`src/rtl/cnn_layer_accel_pkg.sv`:
```
// -----------------------------------------------------------------------------
// cnn_layer_accel_pkg
//   Definitions shared by the CNN layer accelerator read-side blocks:
//   - MAX_NUM_INPUT_COLS and the row/column field width derived from it
//   - default read latency of the prefetch buffer (rd_en -> dout)
//   - state encoding of the row sequencer FSM
// -----------------------------------------------------------------------------
package cnn_layer_accel_pkg;

  // Widest expanded (padded/upsampled) input row the prefetch buffer holds.
  localparam int MAX_NUM_INPUT_COLS = 512;

  // Width of every row/column index field. Indices run 0..count-1, so
  // clog2 of the maximum count is enough.
  localparam int C_CLG2_MAX_COLS = $clog2(MAX_NUM_INPUT_COLS);

  // Prefetch buffer read latency: cycles from rd_en to valid dout (1..4).
  localparam int C_RD_LATENCY_DEFAULT = 2;

  typedef enum logic [2:0] {
    ST_IDLE       = 3'd0,
    ST_ROW_CHECK  = 3'd1,
    ST_FETCH_REQ  = 3'd2,
    ST_FETCH_WAIT = 3'd3,
    ST_STREAM     = 3'd4,
    ST_ROW_END    = 3'd5,
    ST_DONE       = 3'd6
  } row_seq_state_t;

endpackage : cnn_layer_accel_pkg

```
`src/rtl/cnn_layer_accel_valid_delay.sv`:
```
// -----------------------------------------------------------------------------
// cnn_layer_accel_valid_delay
//   Delays a single-bit valid strobe by C_LATENCY cycles so that it lines up
//   with the prefetch buffer's registered dout.
//
// Ports:
//   clk      in  : clock
//   rst_n    in  : asynchronous active-low reset, empties the pipe
//   flush_i  in  : synchronous flush, empties the pipe (job abort)
//   valid_i  in  : strobe entering the pipe (buffer rd_en)
//   valid_o  out : strobe leaving the pipe after C_LATENCY cycles
// -----------------------------------------------------------------------------
module cnn_layer_accel_valid_delay #(
  parameter int C_LATENCY = 2
) (
  input  logic clk,
  input  logic rst_n,
  input  logic flush_i,
  input  logic valid_i,
  output logic valid_o
);

  logic [C_LATENCY-1:0] pipe_q;
  logic [C_LATENCY-1:0] pipe_d;

  always_comb begin
    // NOTE: every combinational output gets a default first, so no path
    // leaves it unassigned and no latch is inferred.
    pipe_d = pipe_q;
    if (flush_i) begin
      pipe_d = '0;
    end else begin
      pipe_d[0] = valid_i;
      // Loop body is empty when C_LATENCY is 1; stage 0 is then the output.
      for (int i = 1; i < C_LATENCY; i++) begin
        pipe_d[i] = pipe_q[i-1];
      end
    end
  end

  // NOTE: this pipe carries control, not data, so it must be reset; a stale
  // bit here would report a pixel that was never read.
  always_ff @(posedge clk or negedge rst_n) begin
    if (!rst_n) begin
      pipe_q <= '0;
    end else begin
      pipe_q <= pipe_d;
    end
  end

  assign valid_o = pipe_q[C_LATENCY-1];

endmodule : cnn_layer_accel_valid_delay

```
`src/rtl/cnn_layer_accel_row_sequencer.sv`:
```
// -----------------------------------------------------------------------------
// cnn_layer_accel_row_sequencer
//   Read-side sequencer for cnn_layer_accel_prefetch_buffer. Walks the expanded
//   input plane row by row and column by column, requests a DMA row fetch only
//   when the buffer does not cancel it, and produces a pixel-valid strobe
//   aligned with the buffer's dout.
//
// Ports:
//   clk                 in  : single clock (also the buffer's rd_clk)
//   rst_n               in  : asynchronous active-low reset
//   start               in  : one-cycle job start, honoured only in IDLE
//   job_abort           in  : synchronous abort back to IDLE
//   expd_num_input_cols in  : last expanded column index, latched at start
//   expd_num_input_rows in  : last expanded row index, latched at start
//   cncl_fetch_req      in  : buffer says current row needs no fetch
//   fetch_req           out : row fetch request, held until fetch_grant
//   fetch_grant         in  : one-cycle DMA accept
//   row_fetched         in  : one-cycle pulse, row fully written to buffer
//   out_ready           in  : downstream accepts a pixel this cycle
//   rd_en               out : buffer read enable
//   input_col           out : current column to the buffer
//   input_row           out : current row to the buffer
//   rst_addr            out : buffer read-pointer reset pulse
//   job_fetch_ack       out : one-cycle pulse when a job is accepted
//   job_complete_ack    out : one-cycle pulse when a job completes
//   pix_valid           out : buffer dout valid this cycle
//   busy                out : high in every state except IDLE
// -----------------------------------------------------------------------------
module cnn_layer_accel_row_sequencer
  import cnn_layer_accel_pkg::*;
#(
  parameter int C_CLG2_ROW_BUF_BRAM_DEPTH = C_CLG2_MAX_COLS,
  parameter int C_RD_LATENCY              = C_RD_LATENCY_DEFAULT
) (
  input  logic                                 clk,
  input  logic                                 rst_n,
  input  logic                                 start,
  input  logic                                 job_abort,
  input  logic [C_CLG2_ROW_BUF_BRAM_DEPTH-1:0] expd_num_input_cols,
  input  logic [C_CLG2_ROW_BUF_BRAM_DEPTH-1:0] expd_num_input_rows,
  input  logic                                 cncl_fetch_req,
  output logic                                 fetch_req,
  input  logic                                 fetch_grant,
  input  logic                                 row_fetched,
  input  logic                                 out_ready,
  output logic                                 rd_en,
  output logic [C_CLG2_ROW_BUF_BRAM_DEPTH-1:0] input_col,
  output logic [C_CLG2_ROW_BUF_BRAM_DEPTH-1:0] input_row,
  output logic                                 rst_addr,
  output logic                                 job_fetch_ack,
  output logic                                 job_complete_ack,
  output logic                                 pix_valid,
  output logic                                 busy
);

  localparam int W = C_CLG2_ROW_BUF_BRAM_DEPTH;
  localparam logic [W-1:0] C_ONE = W'(1);

  row_seq_state_t state_q;

  logic [W-1:0] last_col_q;
  logic [W-1:0] last_row_q;
  logic [W-1:0] input_col_q;
  logic [W-1:0] input_row_q;
  logic         fetch_req_q;
  logic         rst_addr_q;
  logic         job_fetch_ack_q;
  logic         job_complete_ack_q;

  logic         rd_en_w;
  logic         last_col_w;
  logic         last_row_w;

  // rd_en follows out_ready combinationally so a stall releases without a
  // bubble. It is suppressed in an abort cycle so no read is left in flight
  // after the valid pipe is flushed.
  assign rd_en_w    = (state_q == ST_STREAM) && out_ready && !job_abort;
  assign last_col_w = (input_col_q == last_col_q);
  assign last_row_w = (input_row_q == last_row_q);

  // ---------------------------------------------------------------------------
  // Sequencer FSM. Pulse outputs default low every cycle and are set on the
  // transition into the state that owns them, so each is high for exactly the
  // cycle spent in that state.
  // ---------------------------------------------------------------------------
  // NOTE: state and outputs here are flops, so they take non-blocking
  // assignments only; that keeps every read in this block on pre-edge values.
  always_ff @(posedge clk or negedge rst_n) begin
    if (!rst_n) begin
      state_q            <= ST_IDLE;
      last_col_q         <= '0;
      last_row_q         <= '0;
      input_col_q        <= '0;
      input_row_q        <= '0;
      fetch_req_q        <= 1'b0;
      rst_addr_q         <= 1'b0;
      job_fetch_ack_q    <= 1'b0;
      job_complete_ack_q <= 1'b0;
    end else begin
      rst_addr_q         <= 1'b0;
      job_fetch_ack_q    <= 1'b0;
      job_complete_ack_q <= 1'b0;

      if (job_abort) begin
        // Abort outranks everything, including a start seen in IDLE.
        state_q     <= ST_IDLE;
        input_col_q <= '0;
        input_row_q <= '0;
        fetch_req_q <= 1'b0;
        rst_addr_q  <= 1'b1;
      end else begin
        unique case (state_q)
          ST_IDLE: begin
            if (start) begin
              last_col_q      <= expd_num_input_cols;
              last_row_q      <= expd_num_input_rows;
              input_col_q     <= '0;
              input_row_q     <= '0;
              job_fetch_ack_q <= 1'b1;
              state_q         <= ST_ROW_CHECK;
            end
          end

          // Padding and repeated rows are already in the buffer (or are
          // synthesised by it), so they stream without a DMA round trip.
          ST_ROW_CHECK: begin
            if (cncl_fetch_req) begin
              state_q <= ST_STREAM;
            end else begin
              fetch_req_q <= 1'b1;
              state_q     <= ST_FETCH_REQ;
            end
          end

          ST_FETCH_REQ: begin
            if (fetch_grant) begin
              fetch_req_q <= 1'b0;
              state_q     <= ST_FETCH_WAIT;
            end
          end

          ST_FETCH_WAIT: begin
            if (row_fetched) begin
              state_q <= ST_STREAM;
            end
          end

          // Compare before increment: the last column index is never
          // stepped past, so the counter cannot wrap for any dimension.
          ST_STREAM: begin
            if (rd_en_w) begin
              if (last_col_w) begin
                rst_addr_q <= 1'b1;
                state_q    <= ST_ROW_END;
              end else begin
                input_col_q <= input_col_q + C_ONE;
              end
            end
          end

          ST_ROW_END: begin
            input_col_q <= '0;
            if (last_row_w) begin
              job_complete_ack_q <= 1'b1;
              state_q            <= ST_DONE;
            end else begin
              input_row_q <= input_row_q + C_ONE;
              state_q     <= ST_ROW_CHECK;
            end
          end

          ST_DONE: begin
            state_q <= ST_IDLE;
          end

          default: begin
            state_q <= ST_IDLE;
          end
        endcase
      end
    end
  end

  // ---------------------------------------------------------------------------
  // pix_valid: rd_en delayed to line up with the buffer's dout.
  // ---------------------------------------------------------------------------
  cnn_layer_accel_valid_delay #(
    .C_LATENCY (C_RD_LATENCY)
  ) u_valid_delay (
    .clk     (clk),
    .rst_n   (rst_n),
    .flush_i (job_abort),
    .valid_i (rd_en_w),
    .valid_o (pix_valid)
  );

  assign fetch_req        = fetch_req_q;
  assign rd_en            = rd_en_w;
  assign input_col        = input_col_q;
  assign input_row        = input_row_q;
  assign rst_addr         = rst_addr_q;
  assign job_fetch_ack    = job_fetch_ack_q;
  assign job_complete_ack = job_complete_ack_q;
  assign busy             = (state_q != ST_IDLE);

endmodule : cnn_layer_accel_row_sequencer

```
`config.mk`:
```
export PLATFORM = sky130hd
export DESIGN_NAME = cnn_layer_accel_row_sequencer
export DESIGN_NICKNAME = d
export VERILOG_FILES = /design/src/rtl/cnn_layer_accel_pkg.sv /design/src/rtl/cnn_layer_accel_valid_delay.sv /design/src/rtl/cnn_layer_accel_row_sequencer.sv
export SDC_FILE = /design/constraint.sdc
export NUM_CORES = 1
export LEC_CHECK = 0
export ABC_CLOCK_PERIOD_IN_PS = 4950
export BUFFER_PORTS_ARGS = -buffer_cell sky130_fd_sc_hd__buf_4
export CAP_MARGIN = 5
export CORE_MARGIN = 2
export CORE_UTILIZATION = 58
export CTS_CLUSTER_SIZE = 16
export DETAILED_ROUTE_END_ITERATION = 8
export GPL_ROUTABILITY_DRIVEN = 0
export PLACE_DENSITY = 0.88
export SLEW_MARGIN = 20
export SYNTH_ARGS = -nofsm -noshare
export SYNTH_HDL_FRONTEND = slang
export SYNTH_HIERARCHICAL = 1
export SYNTH_SLANG_ARGS = --single-unit
```
`constraint.sdc`:
```
create_clock -name clk -period 4.95 [get_ports clk]
set_input_delay 0.495 -clock clk [delete_from_list [all_inputs] [get_ports clk]]
set_output_delay 0.495 -clock clk [all_outputs]
set_load 0.05 [all_outputs]
```
Word-level counts from Yosys, hierarchy flattened
Index checks and enable logic that the tools add are counted.
{"block": "word_totals", "wordCells": 73, "regBits": 45}
{"block": "op_classes", "n_reduce_logical": 13, "n_addsub": 2, "n_bitwise": 1, "n_eq_ne": 15, "n_mux": 32}
{"op": "9-bit 2-to-1 mux", "n": 6}
{"op": "9-bit case mux with 3 select lines", "n": 1}
{"op": "3-bit 2-to-1 mux", "n": 8}
{"op": "3-bit inequality test, second input constant", "n": 7}
{"op": "9-bit by 1-bit adder with 9-bit output, second input constant", "n": 2}
{"op": "9-bit == test", "n": 2}
{"op": "3-bit case mux with 6 select lines", "n": 1}
{"op": "9-bit case mux with 2 select lines", "n": 1}
{"op": "1-bit 2-to-1 mux", "n": 13}
{"op": "3-bit AND reduction", "n": 3}
{"op": "3-bit nonzero test", "n": 3}
{"op": "3-bit by 2-bit == test with 1-bit output, second input constant", "n": 2}
{"op": "3-bit == test, second input constant", "n": 2}
{"op": "5-bit AND reduction", "n": 1}
{"op": "4-bit AND reduction", "n": 1}
{"op": "4-bit nonzero test", "n": 1}
{"op": "3-bit by 1-bit == test with 1-bit output, second input constant", "n": 1}
{"op": "3-bit zero test", "n": 1}
{"op": "3-bit by 2-bit inequality test with 1-bit output, second input constant", "n": 1}
{"op": "1-bit logical AND", "n": 2}
{"op": "2-bit 2-to-1 mux", "n": 1}
{"op": "1-bit case mux with 2 select lines", "n": 1}
{"op": "1-bit zero test", "n": 1}
{"op": "1-bit NOT", "n": 1}

Logic depth before layout (Yosys ltp)
Gate-level depths: netlist of the first run.
{"block": "logic_depth", "word_depth": 6, "depth_mapped": 7, "depth_no_buf": 6}

Cells and area by module
Netlist of the first run, hierarchy kept.
{"mod": "cnn_layer_accel_row_sequencer", "instances": 1, "cells_each": 253, "area_per_inst_um2": 2269.7}
{"mod": "cnn_layer_accel_valid_delay", "instances": 1, "cells_each": 4, "area_per_inst_um2": 62.6}

Worst setup path before layout of the first run
Ideal clock, no wire load.
{"block": "synth_path", "path_type": "register to output", "start": "register state_q[1]", "end": "output port rd_en", "path_slack_ns": 2.838, "n_path_buf": 1, "path_stages_with_launch": 5, "arrival_ns": 1.617, "required_time_ns": 4.455, "path_cell_list": "dfrtp_1 buf_2 nand2b_1 nor3_1 and2_1"}
{"block": "synth_between", "elab_chain_cells": 3}
{"item": "from (decl)", "line": "cnn_layer_accel_row_sequencer.sv:59", "text": "row_seq_state_t state_q;"}
{"item": "from (signal assigned)", "line": "cnn_layer_accel_row_sequencer.sv:90", "text": "state_q <= ST_IDLE;"}
{"item": "from (signal assigned)", "line": "cnn_layer_accel_row_sequencer.sv:106", "text": "state_q <= ST_IDLE;"}
{"item": "from (signal assigned)", "line": "cnn_layer_accel_row_sequencer.sv:120", "text": "state_q <= ST_ROW_CHECK;"}
{"item": "3-bit == test", "line": "cnn_layer_accel_row_sequencer.sv:77", "text": "assign rd_en_w = (state_q == ST_STREAM) && out_ready && !job_abort;"}
{"item": "1-bit logical AND (2 in series)", "line": "cnn_layer_accel_row_sequencer.sv:77"}
{"item": "to (decl)", "line": "cnn_layer_accel_row_sequencer.sv:46", "text": "output logic rd_en,"}
Every way passes these cells.

Worst setup path in the final report of the first run
Ends and elaborated chain as after synthesis.

==> metrics.csv, run 1 <==
stage;metric;value;unit
run_status;status;finished clean;
floorplan;die_y;67.4;um
critical_path;cp_num_cells;4;
floorplan;start_util;59.2;%
critical_path;critPathCaptureType;primary output;
synth;synth_flop_cell;dfrtp_1;
pwr;leakage;0.00138;uW
timing;skew;10.2;ps
floorplan;ioPinCount;51;
layout;drive_gt1_share;20.7;%
synth;ys_warn_count;6;
global_routing;grt_antenna_before_repair;0;
global_routing;overflow;0;
timing;period_minus_slack;2520;ps
synth;synthMostInstantiatedCell;nand2_1;
clocking;clock-root-buffer;clkbuf_8;
clocking;clk_path_buf_depth;2;
pwr;peakVddDrop;0.000200;V
worst_hold_path;hold_class;input port to async pin;
timing;drv_slew;0;
clocking;cts_max_level;2;
route;drc;0;
timing;finalCritPeriodShare;50.9;%
place;dpl_worst_slack;2770;ps
layout;multiInputGateArea;0.00112;mm2
global_routing;grt_pass1_wl;8.22;mm
timing;relSlewSlack;50.6;%
route;drt-pass1-iter-count;4;
critical_path;cp_top_family;simple AND/OR/NAND/NOR gates;
pwr;power;931;uW
place;io_buffers;50;
synth;synth_compound_area_share;12.7;%
synth;syn_nets;285;
clocking;cts_tree;done;
timing;grt_setup_unrepaired;no;
clocking;clk_latency;290;ps
synth;synth.distinct_cells;46;
synth;synth_top_area_share;48.3;%
timing;final-setup-viol-count;0;
synth;synth_seq_cells;45;
clocking;post_cts_resized;0;
route;vias;2017;
critical_path;crit_arrival;2020;ps
critical_path;crit_buf_inv;1;
route;drt-wirelength-per-cell;14.2;um
clocking;cts_setup_buffers;0;
synth;synth-simple-area-share;25.6;%
clocking;clk_pin_slew;90;ps
synth;synth_top_area_cell;dfrtp_1;
route;drt-total-wl;5.05;mm
synth;synth_top_family_by_area;simple AND/OR/NAND/NOR gates;
synth;synthXorXnorAreaFrac;7.14;%
synth;synthMuxAreaShare;1.72;%
synth;synthCells;257;
pwr;power_density;333;mW/mm2
synth;yosysSeqAreaShare;48.3;%
synth;avgSynthCellArea;9.07;um2
layout;fin_util;71.0;%
route;drtIter0Drc;155;
layout;synthToLayoutAreaGrowth;20.0;%
layout;register_area;0.00113;mm2
floorplan;fp-row-count;23;
clocking;holdBufCountCts;0;
job;drv_cap;0;
timing;final_hold_viol_count;0;
route;avgViaCountPerCell;5.68;
critical_path;cp.required;4450;ps
synth;syn_area;0.00233;mm2
place;placedCellCount;348;
synth;yosys-top-cells-count;nand2_1 (72), dfrtp_1 (45), o21ai_0 (16);
layout;num-fill-cells;302;
floorplan;core;0.00394;mm2
synth;synth-async-reset-ratio;100;%
floorplan;die_x;67.4;um
layout;diodes;0;
critical_path;crit_chain;nand2b_1 > nor3_1 > and2_1 > buf_4;
clocking;cts_made_buffers;5;
synth;synth_fa_ha_area_share;1.07;%
synth;synth_area_leaders;dfrtp_1 (48%), nand2_1 (12%), xnor2_1 (4.1%), o21ai_0 (3.4%), xor2_1 (3.0%);
layout;final_nets;333;
timing;clock.fmax;397;MHz
timing;tightestPinTransition;741;ps
global_routing;track_usage;24.1;%
timing;tns;0;ps
critical_path;worst_setup_path_start_kind;register;
clocking;numClockSinks;45;
global_routing;grt_pass1_vias;1814;
critical_path;crit_slowest_cell;nor3_1;
global_routing;grt_max_degree;46;
timing;setup_ws;2430;ps
place;dp_hpwl;3.59;mm
route;antenna_left;0;
critical_path;slowest_delay;540;ps
critical_path;cp_max_fo;11;
floorplan;dieArea;0.00454;mm2
critical_path;reg2reg_depth;6;
critical_path;crit_type;register to primary output;
synth;synth_edf_count;0;
layout;fin_cells;355;
flip-flops by register name, summed over array words and instances, names as in the netlist:
| signal | flops |
|---|---|
| state_q | 3 |
| u_valid_delay/pipe_q | 2 |
| job_fetch_ack | 1 |
| rst_addr | 1 |
| input_row | 9 |
| last_col_q | 9 |
| input_col | 9 |
| fetch_req | 1 |
| job_complete_ack | 1 |
| last_row_q | 9 |
layer usage:
| layer | track usage, % | wire [um] | vias up |
|---|---|---|---|
| met4 | 8.16 | 57 | 0 |
| met2 | 37.7 | 2430 | 89 |
| met5 | 0 | 0 | - |
| li1 | - | - | 973 |
| met3 | 5.50 | 356 | 8 |
| met1 | 33.2 | 2210 | 947 |
worst paths after layout:
path                                         from            end  slack [ps]
max in group asynchronous                   rst_n   input_row[0]        4370
setup / recovery                       state_q[1]          rd_en        2430
hold / removal                              rst_n   input_row[7]         180
min in group clk           expd_num_input_rows[5]  last_row_q[5]         390
setup reg to reg                     input_row[0]   input_row[7]        2760
hold reg to reg                     last_row_q[5]  last_row_q[5]         500
cell type report:
cell class              count  share of cell area, %
repair buffers             50                   13.4
multi-input cells         198                   40.2
well taps                  50                   2.24
flip-flops and latches     45                   40.2
inverters                   5                  0.849
clock buffers               7                   3.08
per-stage QoR:
step / hold slack [ps] / cell area, um2
5_1_grt: 239 / 2800
3_5_place_dp: 487 / 2710
4_1_cts: 206 / 2800
2_1_floorplan: 199 / 2330
6_report: 185 / 2800
3_3_place_gp: 479 / 2710
cell families (layout without fill, tap and decap cells):
group | count (synthesis) | count (layout)
AND/OR/NAND/NOR | 128 | 128
AO/OA/AOI/OAI | 45 | 45
flip-flops | 45 | 45
XOR/XNOR | 19 | 19
buffers and inverters | 14 | 62
multiplexers | 4 | 4
adder cells (fa/ha/maj) | 2 | 2
power breakdown:
group | internal, uW | leakage [uW] | switching [uW]
sequential | 425 | 0.000596 | 50.0
clock | 111 | 0.0000443 | 118
combinational | 97.5 | 0.000745 | 129
total | 633 | 0.00138 | 298
worst reg2reg max path: stages (launching register included):
cell	delay (ps)
dfrtp_1	450
xor2_1	190
nor4_1	280
nand4_1	490
o2111ai_1	430
or3_1	160
nand3_1	90
cells in the final DEF (no fill, tap or decap), drive strengths merged, types with 2 or more instances in the layout:
cell / n
a21o: 2
a21oi: 12
and2: 2
and3: 6
buf: 50
clkbuf: 7
dfrtp: 45
ha: 2
inv: 5
mux2i: 4
nand2: 72
nand2b: 8
nand3: 10
nand4: 4
nor2: 9
nor2b: 3
nor3: 5
o2111ai: 2
o21ai: 17
o31ai: 2
or3: 3
xnor2: 11
xor2: 8
(Power assumes the default switching activity.)
==> inputs of run 2 (changes only) <==
--- a/config.mk
+++ b/config.mk
@@ -5,15 +5,16 @@
 export SDC_FILE = /design/constraint.sdc
 export NUM_CORES = 1
 export LEC_CHECK = 0
-export ABC_CLOCK_PERIOD_IN_PS = 4950
+export ABC_AREA = 1
+export ABC_CLOCK_PERIOD_IN_PS = 2200
 export BUFFER_PORTS_ARGS = -buffer_cell sky130_fd_sc_hd__buf_4
 export CAP_MARGIN = 5
 export CORE_MARGIN = 2
-export CORE_UTILIZATION = 58
+export CORE_UTILIZATION = 50
 export CTS_CLUSTER_SIZE = 16
 export DETAILED_ROUTE_END_ITERATION = 8
 export GPL_ROUTABILITY_DRIVEN = 0
-export PLACE_DENSITY = 0.88
+export PLACE_DENSITY = 0.8
 export SLEW_MARGIN = 20
 export SYNTH_ARGS = -nofsm -noshare
 export SYNTH_HDL_FRONTEND = slang
==> constraint.sdc (replaced) <==
create_clock -name clk -period 2.2 [get_ports clk]
set_input_delay 0.22 -clock clk [delete_from_list [all_inputs] [get_ports clk]]
set_output_delay 0.22 -clock clk [all_outputs]
set_load 0.05 [all_outputs]
==> metrics.csv, run 2 <==
stage;metric;value;unit
run_status;status;finished clean;
synth;avgSynthCellArea;7.70;um2
synth;synth_top_area_share;43.3;%
global_routing;grt_max_degree;46;
route;drt-pass1-iter-count;5;
synth;syn_area;0.00260;mm2
critical_path;r2r_setup_slack;460;ps
floorplan;core;0.00507;mm2
job;drv_cap;0;
timing;relSlewSlack;61.5;%
synth;synth_flop_cell;dfrtp_1;
timing;skew;7.51;ps
floorplan;die_x;76.1;um
clocking;clk_path_buf_depth;2;
critical_path;cp_max_fo;8;
timing;hold_slack;112;ps
layout;fin_util;61.8;%
place;dp_hpwl;4.18;mm
timing;final-setup-viol-count;0;
synth;syn_nets;366;
critical_path;cp.required;1980;ps
global_routing;grt_antenna_before_repair;0;
place;io_buffers;50;
timing;period_minus_slack;2060;ps
route;avgViaCountPerCell;5.13;
synth;synth_area_leaders;dfrtp_1 (43%), nand2_1 (17%), o21ai_2 (4.7%), xnor2_1 (4.4%), inv_1 (4.3%);
timing;tightestPinTransition;577;ps
pwr;power_density;971;mW/mm2
synth;yosys-top-cells-count;nand2_1 (116), dfrtp_1 (45), inv_1 (30);
route;drt-total-wl;5.82;mm
layout;drive_gt1_share;24.6;%
clocking;cts_setup_buffers;0;
worst_hold_path;min_path_cells;3;
clocking;numClockSinks;45;
floorplan;die_y;76.1;um
pwr;leakage;0.00156;uW
synth;yosysSeqAreaShare;43.3;%
global_routing;grt_pass1_vias;2198;
timing;finalCritPeriodShare;93.5;%
synth;synthMostInstantiatedCell;nand2_1;
synth;synthCells;338;
global_routing;grt_pass1_wl;9.97;mm
timing;drv_slew;0;
layout;final_common_cell;nand2_1;
route;drc;0;
synth;synth_top_area_cell;dfrtp_1;
layout;final_cell_mix;nand2_1 (116), buf_4 (52), dfrtp_1 (45);
clocking;clk_latency;310;ps
route;drt-wirelength-per-cell;12.7;um
route;drtIter0Drc;214;
timing;clock.fmax;486;MHz
clocking;cts_tree;done;
floorplan;dieArea;0.00580;mm2
layout;stdcell_area;0.00314;mm2
critical_path;worst_setup_path_start_kind;register;
floorplan;fp-row-count;26;
worst_hold_path;hold_class;input port to register;
synth;ys_warn_count;6;
critical_path;r2r-start;state_q[1];
clocking;clk_pin_slew;90;ps
clocking;post_cts_resized;0;
worst_hold_path;hold_path_end;last_col_q[0];
floorplan;start_util;51.3;%
timing;tns;0;ps
synth;synth.distinct_cells;35;
layout;synthToLayoutAreaGrowth;20.5;%
global_routing;overflow;0;
synth;synth-async-reset-ratio;100;%
synth;synth_seq_cells;45;
clocking;cts_max_level;2;
critical_path;rr_endpoint;input_col[0];
timing;grt_setup_unrepaired;no;
pwr;peakVddDrop;0.000473;V
layout;diodes;0;
critical_path;critPathCaptureType;primary output;
worst_hold_path;hp-start;expd_num_input_cols[0];
clocking;clock-root-buffer;clkbuf_8;
critical_path;crit_arrival;1840;ps
place;dpl_cell_area;0.00301;mm2
route;antenna_left;0;
critical_path;crit_type;register to primary output;
floorplan;ioPinCount;51;
global_routing;track_usage;21.2;%
critical_path;reg2reg_depth;10;
route;vias;2361;
synth;synth_edf_count;0;
clocking;cts_made_buffers;5;
layout;final_nets;417;
timing;final_hold_viol_count;0;
==> run 2: cell types whose count changed after synthesis, moves of 10 or more <==
cell and delta:
nand2_1 +44, inv_1 +27, nor2_1 +14, o21ai_2 +13, nand3_1 +12, a21oi_1 -10
==> run 2: layout make-up <==
type	count	area, um2
fill	489	1940
multi-input combinational	245	1260
sequential	45	1130
timing repair buffer	53	400
inverter	39	146
tap	70	87.6
clock buffer	7	86.3
clock inverter	1	30.0
==> run 2: layer usage <==
layer | part of all wire, % | wire length (um) | GRT usage, % | up-vias
met2 | 50 | 2910 | 37.6 | 93
met1 | 42 | 2450 | 26.3 | 1086
met3 | 6.7 | 391 | 4.03 | 8
met4 | 1.3 | 78 | 6.36 | 0
li1 | - | - | - | 1174
met5 | 0 | 0 | 0 | -
==> run 2: worst max path at each step <==
stage	from	to	slack [ps]	cells after the start
after floorplan	state_q[1]	u_valid_delay/pipe_q[0]	300	8
after global placement	state_q[1]	input_col[1]	590	10
after detailed placement	state_q[1]	input_col[1]	500	10
after CTS	state_q[1]	rd_en	160	6
after global routing	state_q[1]	rd_en	10	6
final	state_q[1]	rd_en	140	6
==> run 2: critical path: stages (launching register included) <==
cell	delay (ps)
dfrtp_1	500
nor2_4	180
nand2_2	110
nor2_1	230
inv_1	120
nor2_1	170
buf_4	230
==> run 2: logic make-up (layout without fill, tap and decap cells) <==
kind of cell | count (synthesis) | count (layout) | share of synthesized area [%]
AND/OR/NAND/NOR | 198 | 198 | 34.6
adder cells (fa/ha/maj) | 2 | 2 | 0.962
buffers and inverters | 48 | 100 | 8.32
AO/OA/AOI/OAI | 32 | 32 | 8.47
flip-flops | 45 | 45 | 43.3
XOR/XNOR | 13 | 13 | 4.38
==> run 2: timing repair <==
item,in CTS,in global routing
endpoints found under the hold margin,45,0
setup endpoints to repair,0,0
hold buffers,1,0
==> run 2: power breakdown <==
| part | switching (uW) | total [uW] | internal (uW) |
|---|---|---|---|
| registers | 176 | 1200 | 1020 |
| logic | 788 | 1190 | 401 |
| clock network | 288 | 658 | 371 |
| total | 1250 | 3050 | 1790 |
==> run 2: per-stage QoR <==
step	total power (uW)	std cells	setup slack, ps
2_1_floorplan	2170	338	302
3_3_place_gp	2350	451	586
3_5_place_dp	2390	451	503
4_1_cts	3070	460	160
5_1_grt	3280	460	12.9
6_report	3050	460	142
==> inputs of run 3 (changes only) <==
--- a/config.mk
+++ b/config.mk
@@ -6,7 +6,7 @@
 export NUM_CORES = 1
 export LEC_CHECK = 0
 export ABC_AREA = 1
-export ABC_CLOCK_PERIOD_IN_PS = 2200
+export ABC_CLOCK_PERIOD_IN_PS = 1700
 export BUFFER_PORTS_ARGS = -buffer_cell sky130_fd_sc_hd__buf_4
 export CAP_MARGIN = 5
 export CORE_MARGIN = 2
==> constraint.sdc (replaced) <==
create_clock -name clk -period 1.7 [get_ports clk]
set_input_delay 0.17 -clock clk [delete_from_list [all_inputs] [get_ports clk]]
set_output_delay 0.17 -clock clk [all_outputs]
set_load 0.05 [all_outputs]
==> metrics.csv, run 3 (synthesis results as in run 2) <==
stage;metric;value;unit
timing;tightestPinTransition;559;ps
critical_path;cp_max_fo;6;
timing;finalCritPeriodShare;96.0;%
route;antenna_left;0;
critical_path;crit_arrival;1460;ps
floorplan;ioPinCount;51;
pwr;p_comb_share;43.7;%
timing;final_hold_viol_count;0;
worst_hold_path;hp-start;expd_num_input_cols[6];
layout;stdcell_area;0.00324;mm2
floorplan;start_util;51.3;%
timing;drv_slew;0;
place;io_buffers;50;
layout;final_common_cell;nand2_1;
worst_hold_path;hold_class;input port to register;
pwr;power_frac_clock;17.4;%
clocking;cts_made_buffers;5;
critical_path;critPathCaptureType;primary output;
critical_path;worst_setup_path_start_kind;register;
route;drt-pass1-iter-count;4;
floorplan;core;0.00507;mm2
route;drt-total-wl;5.73;mm
timing;clock.fmax;613;MHz
floorplan;die_x;76.1;um
layout;final_cell_mix;nand2_1 (116), buf_4 (61), dfrtp_1 (37);
route;drc;0;
pwr;power_density;1220;mW/mm2
critical_path;slowest_delay;420;ps
clocking;clk_latency;310;ps
pwr;leakage;0.00160;uW
route;drtIter0Drc;134;
place;dp_hpwl;4.21;mm
critical_path;cp.required;1530;ps
global_routing;grt_antenna_before_repair;0;
pwr;p_int;2250;uW
layout;diodes;0;
timing;skew;8.31;ps
global_routing;track_usage;20.1;%
place;dpl_cell_area;0.00307;mm2
timing;final-setup-viol-count;0;
clocking;clk_path_buf_depth;2;
layout;final_nets;428;
floorplan;fp-row-count;26;
critical_path;crit_slowest_cell;dfrtp_1;
global_routing;grt_pass1_wl;9.44;mm
clocking;numClockSinks;45;
clocking;clock-root-buffer;clkbuf_8;
pwr;swShare;42.8;%
timing;period_minus_slack;1630;ps
critical_path;cpMostUsedCell;nor2_4;
route;drt-wirelength-per-cell;12.2;um
clocking;clk_pin_slew;90;ps
layout;drive_gt1_share;29.7;%
job;drv_cap;0;
clocking;cts_max_level;2;
critical_path;critPathLaunch;state_q[0];
route;vias;2331;
timing;relSlewSlack;62.8;%
global_routing;overflow;0;
layout;synthToLayoutAreaGrowth;24.5;%
global_routing;grt_max_degree;46;
global_routing;grt_pass1_vias;2077;
critical_path;crit_type;register to primary output;
floorplan;dieArea;0.00580;mm2
critical_path;crit_chain;nor2_4 > nand2_4 > nor2_4 > inv_2 > nor2_4 > buf_6;
pwr;power_switching;1680;uW
pwr;seq_power_share;38.9;%
clocking;cts_tree;done;
route;avgViaCountPerCell;4.95;
pwr;peakVddDrop;0.000703;V
timing;tns;0;ps
run_status;status;finished clean;
floorplan;die_y;76.1;um
critical_path;r2r-start;state_q[0];
-- run 3: changes by cell type in the layout (fill, tap and decap cells not counted), moves of 2 or more --
cell,before,now
buf_4,52,61
clkinvlp_4,0,3
dfrtp_1,45,37
dfrtp_2,0,8
nor2_1,23,21
nor2_4,2,4
-- run 3: stage by stage --
stage | total power [uW] | hold WS (ps) | worst slack [ps] | utilization [%] | cells
floorplan | 2810 | -126 | 7.45 | - | 338
global placement | 3060 | 203 | 165 | 60.4 | 457
detailed placement | 3120 | 204 | 115 | 60.4 | 457
CTS | 3840 | 47.1 | 19.2 | 62.8 | 468
global route | 4210 | 54.8 | -22.7 | 63.8 | 471
finish | 3940 | 54.4 | 68.5 | 63.8 | 471
-- run 3: power by group through the flow --
stage	clock network, uW	logic [uW]	registers (uW)
floorplan	0	1230	1580
global placement	0	1530	1540
detailed placement	0	1570	1550
CTS	703	1620	1520
global route	744	1910	1560
finish	685	1720	1530
-- run 3: final timing paths --
check                                           to  slack [ps]  cells after the start
max                                          rd_en          70                      6
min                                  last_col_q[6]          50                      3
max reg2reg                           input_col[5]         120                     10
min reg2reg                u_valid_delay/pipe_q[1]         470                      2
max in group asynchronous             input_row[7]         890                      2
min in group asynchronous               state_q[2]         400                      2
-- run 3: critical path: cells and delay by family, from the launching register on --
| family | cells | cell delay, ps |
|---|---|---|
| AND/OR/NAND/NOR | 4 | 500 |
| buffers and inverters | 2 | 230 |
| flip-flops | 1 | 420 |
-- run 3: area by class of cell --
cell class                      count  area [um2]
Tap cell                           70        87.6
Timing Repair Buffer               64         499
Clock inverter                      3        22.5
Inverter                           39         146
Clock buffer                        5        68.8
Multi-Input combinational cell    245        1280
Fill cell                         456        1840
Sequential cell                    45        1140
-- run 3: what timing repair did --
item,CTS,global route
pin swaps,0,3
hold buffers,1,0
endpoints found under the setup margin,1,5
hold endpoints to repair,45,0
resized for setup,2,4
buffers inserted,2,3
-- run 3: layer usage --
metal	vias to the layer above	share of wire [%]	global-route usage, %
met5	-	0	0
met4	0	1.0	5.82
met3	6	5.4	4.98
met2	63	50	33.4
met1	1067	44	26.1
li1	1195	-	-
